## src/rtl/core_pkg.sv

```systemverilog
// Shared fetch-front-end types: FSM encoding, fetch packet layout and reset defaults.
package core_pkg;

   localparam int unsigned XLEN = 32;

   localparam logic [XLEN-1:0] RESET_PC_DEF = 32'h0000_0000;
   localparam logic [XLEN-1:0] TRAP_VEC_DEF = 32'h0000_0100;
   localparam logic [XLEN-1:0] INSTR_NOP    = 32'h0000_0013;
   localparam logic [XLEN-1:0] INSTR_BYTES  = 32'd4;

   typedef enum logic [1:0] {
      ST_REQ  = 2'd0,
      ST_WAIT = 2'd1,
      ST_KILL = 2'd2
   } fetch_state_e;

   typedef struct packed {
      logic [XLEN-1:0] pc;
      logic [XLEN-1:0] instr;
   } fetch_pkt_t;

endpackage

```

## src/rtl/fetch_out_buf.sv

```systemverilog
// Single-entry valid/ready holding register for one fetched instruction and its PC.
module fetch_out_buf
   import core_pkg::*;
(
   input  logic       clk,
   input  logic       rst_n,
   input  logic       clear,
   input  logic       load,
   input  fetch_pkt_t load_pkt,
   input  logic       pop,
   output logic       valid,
   output fetch_pkt_t pkt
);

   // Clear wins over load so a redirect never lets a stale word through.
   always_ff @(posedge clk or negedge rst_n) begin
      if (!rst_n) begin
         valid <= 1'b0;
         pkt   <= '0;
      end else begin
         if (clear) begin
            valid <= 1'b0;
         end else if (load) begin
            valid <= 1'b1;
         end else if (pop) begin
            valid <= 1'b0;
         end
         if (load && !clear) begin
            pkt <= load_pkt;
         end
      end
   end

endmodule

```

## src/rtl/fetch_unit.sv

```systemverilog
// Instruction-fetch front end: PC, single-outstanding imem FSM, EX redirect and flush.
// Optional MISALIGN_TRAP_EN: misaligned redirect targets trap to TRAP_VEC instead of being aligned.
module fetch_unit
   import core_pkg::*;
#(
   parameter logic [31:0] RESET_PC = RESET_PC_DEF
`ifdef MISALIGN_TRAP_EN
   ,
   parameter logic [31:0] TRAP_VEC = TRAP_VEC_DEF
`endif
) (
   input  logic        clk,
   input  logic        rst_n,
   input  logic        ex_valid,
   input  logic        ex_branch,
   input  logic [31:0] ex_target,
   output logic        imem_req_valid,
   output logic [31:0] imem_req_addr,
   input  logic        imem_req_ready,
   input  logic        imem_rsp_valid,
   input  logic [31:0] imem_rsp_data,
   output logic        if_valid,
   output logic [31:0] if_pc,
   output logic [31:0] if_instr,
   input  logic        if_ready,
   output logic        flush_ifid,
   output logic        flush_idex,
   output logic        misalign_exc,
   output logic [31:0] misalign_addr
);

   fetch_state_e    state_q, state_d;
   logic [XLEN-1:0] pc_q, pc_d;
   logic [XLEN-1:0] redirect_pc;
   logic            redirect;
   logic            buf_load;
   logic            buf_valid;
   fetch_pkt_t      buf_pkt;
   fetch_pkt_t      rsp_pkt;

   assign redirect = rst_n & ex_valid & ex_branch;

`ifdef MISALIGN_TRAP_EN
   logic misalign;

   assign misalign    = redirect & (ex_target[1:0] != 2'b00);
   assign redirect_pc = misalign ? TRAP_VEC : ex_target;

   // One-cycle trap pulse; the offending address is held until the next trap.
   always_ff @(posedge clk or negedge rst_n) begin
      if (!rst_n) begin
         misalign_exc  <= 1'b0;
         misalign_addr <= '0;
      end else begin
         misalign_exc <= misalign;
         if (misalign) begin
            misalign_addr <= ex_target;
         end
      end
   end
`else
   assign redirect_pc   = ex_target & ~XLEN'(3);
   assign misalign_exc  = 1'b0;
   assign misalign_addr = '0;
`endif

   always_ff @(posedge clk or negedge rst_n) begin
      if (!rst_n) begin
         state_q <= ST_REQ;
         pc_q    <= RESET_PC;
      end else begin
         state_q <= state_d;
         pc_q    <= pc_d;
      end
   end

   // WAIT is only entered after an un-redirected accept, so pc_q is always request PC + 4 there.
   always_comb begin
      state_d        = state_q;
      pc_d           = pc_q;
      buf_load       = 1'b0;
      imem_req_valid = 1'b0;
      unique case (state_q)
         ST_REQ: begin
            imem_req_valid = rst_n & (!buf_valid | if_ready);
            if (imem_req_valid && imem_req_ready) begin
               state_d = redirect ? ST_KILL : ST_WAIT;
               pc_d    = pc_q + INSTR_BYTES;
            end
         end
         ST_WAIT: begin
            if (imem_rsp_valid) begin
               state_d  = ST_REQ;
               buf_load = !redirect;
            end else if (redirect) begin
               state_d = ST_KILL;
            end
         end
         ST_KILL: begin
            if (imem_rsp_valid) begin
               state_d = ST_REQ;
            end
         end
         default: state_d = ST_REQ;
      endcase
      if (redirect) begin
         pc_d = redirect_pc;
      end
   end

   assign rsp_pkt = '{pc: pc_q - INSTR_BYTES, instr: imem_rsp_data};

   fetch_out_buf u_out_buf (
      .clk      (clk),
      .rst_n    (rst_n),
      .clear    (redirect),
      .load     (buf_load),
      .load_pkt (rsp_pkt),
      .pop      (buf_valid & if_ready),
      .valid    (buf_valid),
      .pkt      (buf_pkt)
   );

   assign imem_req_addr = pc_q;
   assign if_valid      = buf_valid & !redirect;
   assign if_pc         = buf_pkt.pc;
   assign if_instr      = buf_pkt.instr;
   assign flush_ifid    = redirect;
   assign flush_idex    = redirect;

endmodule

```

## config.mk

```make
export PLATFORM = sky130hd
export DESIGN_NAME = fetch_unit
export DESIGN_NICKNAME = d
export VERILOG_FILES = /design/src/rtl/core_pkg.sv /design/src/rtl/fetch_out_buf.sv /design/src/rtl/fetch_unit.sv
export SDC_FILE = /design/constraint.sdc
export NUM_CORES = 1
export LEC_CHECK = 0
export CAP_MARGIN = 25
export CORE_ASPECT_RATIO = 0.9
export CORE_MARGIN = 1.5
export CORE_UTILIZATION = 40
export CTS_BUF_LIST = sky130_fd_sc_hd__clkbuf_8
export DETAILED_ROUTE_END_ITERATION = 10
export PLACE_DENSITY_LB_ADDON = 0.15
export SLEW_MARGIN = 20
export SYNTH_ARGS = -nofsm -noshare
export SYNTH_HDL_FRONTEND = slang
export SYNTH_SLANG_ARGS = --single-unit
export TNS_END_PERCENT = 5
```

## constraint.sdc

```tcl
create_clock -name clk -period 2.3 [get_ports clk]
set_input_delay 0.46 -clock clk [delete_from_list [all_inputs] [get_ports clk]]
set_output_delay 0.46 -clock clk [all_outputs]
set_load 0.01 [all_outputs]
```

## Word level (Yosys, flattened, before mapping)

Cells that the tools add are included.

- Div/mod/pow operators: 0
- Order comparisons: 0
- Add/sub/neg operators: 2
- Equality and inequality tests: 5
- Reduce and logical (&&, ||, !) cells: 10
- Shift-type cells: 0
- Muxes and demuxes: 15
- Bitwise logic cells: 6
- Multipliers: 0

Operator list:

| cell | count |
|---|---|
| $mux 32 | 3 |
| $add 32x3->32 const B | 1 |
| $sub 32x3->32 const B | 1 |
| $mux 2 | 5 |
| $mux 1 | 6 |
| $pmux 2 s3 | 1 |
| $and 1x1->1 | 5 |
| $ne 2x2->1 const B | 2 |
| $reduce_bool 2->1 | 2 |
| $ne 3x3->1 const B | 1 |
| $reduce_and 3->1 | 1 |
| $reduce_bool 3->1 | 1 |
| $eq 2x1->1 const B | 1 |
| $eq 2x2->1 const B | 1 |
| $logic_and 1x1->1 | 2 |
| $logic_not 1->1 | 2 |
| $logic_not 2->1 | 1 |
| $reduce_and 2->1 | 1 |
| $or 1x1->1 | 1 |

- Memories: 0
- Bits in read-only memories: 0
- Bits in latches: 0
- Memory bits (writable): 0
- Logic and storage cells: 43
- Input port bits: 71
- Register bits after elaboration: 99
- Output and inout port bits: 133

## Depth between registers and ports, before layout

Gate-level depths: netlist of run 1.

- Depth after elaboration: 7
- Depth in mapped cells: 7
- Mapped depth without buffers: 7

## Hierarchy

Synthesis of run 1 repeated with hierarchy kept, for this count alone.

- Cells, all modules: 481
- Area, all modules: 5470.2 µm²

By module, submodules not included:

| module | cells an instance | times used | area an instance (µm²) |
|---|---|---|---|
| fetch_out_buf | 140 | 1 | 2741.4 |
| fetch_unit | 341 | 1 | 2728.9 |

## Worst setup path after synthesis of run 1

Ideal clock, no wire load.

- Path kind: reg2reg
- From: reg pc_q[2], in the netlist imem_req_addr[2]
- To: reg u_out_buf.pkt[60] in the netlist's numbering
- Setup time: 82 ps
- Buffers on the path: 0
- Data arrival time: 2118 ps
- Setup slack: 100 ps
- Required time: 2218 ps
- Cell stages (with the launch flop): 8
- Cell sequence: dfrtp_1 -> inv_1 -> ha_1 -> or4b_4 -> nor4b_4 -> nand2_1 -> or3_1 -> a31oi_1

- Word-level cells in the longest chain between the ends: 1

Ends and longest elaborated chain:

| element | RTL line | RTL |
|---|---|---|
| from (decl) | fetch_unit.sv:33 | `logic [XLEN-1:0] pc_q, pc_d;` |
| from (signal assigned) | fetch_unit.sv:73 | `pc_q <= pc_d;` |
| $sub 32x3->32 | fetch_unit.sv:111 | `assign rsp_pkt = '{pc: pc_q - INSTR_BYTES, instr: imem_rsp_data};` |
| to (signal assigned) | fetch_out_buf.sv:29 | `pkt <= load_pkt;` |
| to (decl) | fetch_out_buf.sv:12 | `output fetch_pkt_t pkt` |

No other way between the ends.
A chain may end at the register's enable or synchronous reset.

## Worst setup path in the final report of run 1

- From: reg pc_q[2], in the netlist imem_req_addr[2]
- To: reg u_out_buf.pkt[50] in the netlist's numbering

The elaborated chain is that of the path after synthesis.

==> results of run 1 <==
[cells in the final DEF, fill, tap and decap left out, types with 4 or more instances in the layout]
cell             instances
nor3_1                  12
inv_1                    8
or4_4                    4
xor2_1                  11
nor4_1                  14
buf_4                   34
dfrtp_1                 95
o21ai_0                 53
or3_1                    4
clkdlybuf4s50_1        162
nand3_1                 13
conb_1                  37
nor4_4                   4
clkbuf_8                10
xnor2_1                 41
nand2_1                164
nor2_1                  21
nand4_1                  9
a31oi_1                  5
[kinds of logic after synthesis]
logic type	count (synthesis)	share of synthesized area (%)
and+or+nand+nor	276	26.9
DFF	95	46.9
buffers and inverters	85	9.48
AOI/OAI and AO/OA	67	6.99
xor gates and xnor gates	52	8.99
adders and majority gates	2	0.494
other	1	0.0740
muxes	1	0.198
[per-layer routing]
layer	up-vias	wire (microns)	global-route usage, %
li1	2180	-	-
met3	12	879	4.88
met4	0	162	6.30
met2	169	5610	30.6
met1	2059	6300	27.6
met5	-	0	0
[per-stage QoR]
step	hold WS [ns]	cell area, sq um
global route	0.358	7130
finish	0.316	7130
detailed placement	0.298	6910
CTS	0.314	7110
floorplan	0.164	5200
global placement	0.298	6910
[power breakdown]
part / total, W / switching, W / internal (W)
logic: 0.00283 / 0.00127 / 0.00155
registers: 0.00258 / 0.000380 / 0.00220
clock network: 0.00108 / 0.000560 / 0.000516
total: 0.00649 / 0.00221 / 0.00427
[worst min path at each step]
stage                     start                       endpoint  slack [ns]  depth (start not counted)
after floorplan           rst_n  imem_req_addr[10]$_DFFE_PN0P_        0.16                          0
after global placement    rst_n   imem_req_addr[5]$_DFFE_PN0P_        0.30                          1
after detailed placement  rst_n   imem_req_addr[5]$_DFFE_PN0P_        0.30                          1
after CTS                 rst_n  u_out_buf.pkt[35]$_DFFE_PN0P_        0.31                          2
after global routing      rst_n  u_out_buf.pkt[37]$_DFFE_PN0P_        0.36                          2
final                     rst_n  u_out_buf.pkt[39]$_DFFE_PN0P_        0.32                          2
[critical path: cells and delay by family (launching register included)]
kind,cells,cell delay [ns]
AOI/OAI and AO/OA,1,0.07
xor gates and xnor gates,1,0.14
adders and majority gates,1,0.20
buffers and inverters,1,0.09
DFF,1,0.39
and+or+nand+nor,3,1.18
[layout make-up]
cell class	count	area, sq um
Timing Repair Buffer	201	1960
Clock inverter	4	47.5
Sequential cell	95	2380
Multi-Input combinational cell	435	2380
Fill cell	1099	5090
Clock buffer	10	138
Inverter	9	33.8
Tap cell	160	200
[registers in the layout, indices dropped and copies added (netlist names)]
| name | count |
|---|---|
| u_out_buf.valid | 1 |
| state_q | 2 |
| u_out_buf.pkt | 62 |
| imem_req_addr | 30 |
[repair_timing]
action | 4_1_cts | 5_1_grt
gates resized for setup | 0 | 5
endpoints found under the setup margin | 0 | 11
endpoints found under the hold margin | 5 | 0
hold buffers | 1 | 0
==> reports/metrics.cfg, run 1 <==
[logic_synthesis]
synth_seq_cells=95
synth_area_leaders=dfrtp_1 (47%), nand2_1 (12%), xnor2_1 (7.1%)
yosys.cell_count.top_type=nand2_1
ys.flop_type=dfrtp_1
yosysSeqAreaShare_pct=46.9
synthCells=579
synth_async_sr_flop_share_pct=100
yosys_warnings=0
syn_area_sq_um=5070
ys_types=44
yosys-top-cells-count=nand2_1 (164), dfrtp_1 (95), o21ai_0 (53)
synthDominantCellAreaShare_pct=46.9
syn_area_per_cell_sq_um=8.75
synth_area_leader_cell=dfrtp_1
synth_edf_count=0

[critical_path]
slowest_delay_ns=0.52
cp_max_fo=5
crit-reg2reg-launch=imem_req_addr[2]$_DFFE_PN0P_
slowest_stage=or4b_4
reg2reg_depth=7
crit_path_end=u_out_buf.pkt[50]$_DFFE_PN0P_
cp.arrival_ns=2.44
end_kind=flip-flop
r2r_slack_ns=0.11
start_kind=flip-flop
worstPathCellList=inv_1, ha_2, or4b_4, or3_4, nor4_4, xnor2_1, o21ai_1
rr_endpoint=u_out_buf.pkt[50]$_DFFE_PN0P_
critPathLaunch=imem_req_addr[2]$_DFFE_PN0P_
critPathRequiredTime_ns=2.55
criticalPathCategory=reg -> reg

[hold_path]
hold_class=in -> async

[global_routing]
antenna_found_initial=0
grt_pass1_wl_microns=20400
grt_usage_pct=19.8
grt_max_degree=83
globalRouteOverflowTotal=0
grt_pass1_vias=4145

[timing]
tightestPinTransition_ns=0.737
period_share_pct=95.1
fin_ws_ns=0.112
finalSetupViolCount=0
fin_setup_tns_ns=0
hold_viol_final=0
rsz0062_at_grt=yes
slew_headroom_pct=50.8
finClkSkew_ns=0.00941
max_freq_mhz=457
post-route-min-period_ns=2.19
maxSlewViolCount=0

[place]
io_buffers=164
post-place-ws_ns=0.0337
place_inst=899
dp_hpwl_microns=9560
gp_congestion=0.769

[detailed_routing]
routed_wl_microns=12900
dr.pass1.iters=4
viasPerCell=4.84
routedWlPerCell_microns=14.2
ant_nets=0
drc=0
vias=4420
drt_iter0_drc=226

[clock_tree]
clkSinkCount=95
cts.clk_slew.worst_paths_ns=0.09
clk_latency_ns=0.37
cts_inserted_buffers=9
cts_tree=built
cts_root_buf=clkbuf_8
post-cts-setup-buffers=0
cts_max_level=3
cts_buffer_depth=2

[power]
power.leakage_nw=2.99
worst_ir_drop_vdd_v=0.000457
p_total_w=0.00649
power_density_nw_per_um2=909

[layout]
fin_nets=824
area_delta_synth_final_pct=40.7
fin_cells=914
num_antenna_cells=0
utilization_pct=58.4
drive_gt1_share_pct=9.81

[floorplan]
io_pins=204
initial_core_util_pct=41.5
fp.dieW_microns=122
dieArea_sq_um=13400
fp-row-count=38
fp.dieH_microns=110
coreArea_sq_um=12200

[run]
maxCapViolCount=0

[run_status]
status=complete, no violations

(Power assumes the default switching activity.)
==> inputs of run 2 (changes only) <==
--- a/config.mk
+++ b/config.mk
@@ -5,6 +5,7 @@
 export SDC_FILE = /design/constraint.sdc
 export NUM_CORES = 1
 export LEC_CHECK = 0
+export ABC_CLOCK_PERIOD_IN_PS = 2300
 export CAP_MARGIN = 25
 export CORE_ASPECT_RATIO = 0.9
 export CORE_MARGIN = 1.5
==> results of run 2 <==
No change in the layout: final DEF, timing and power equal those of run 1.
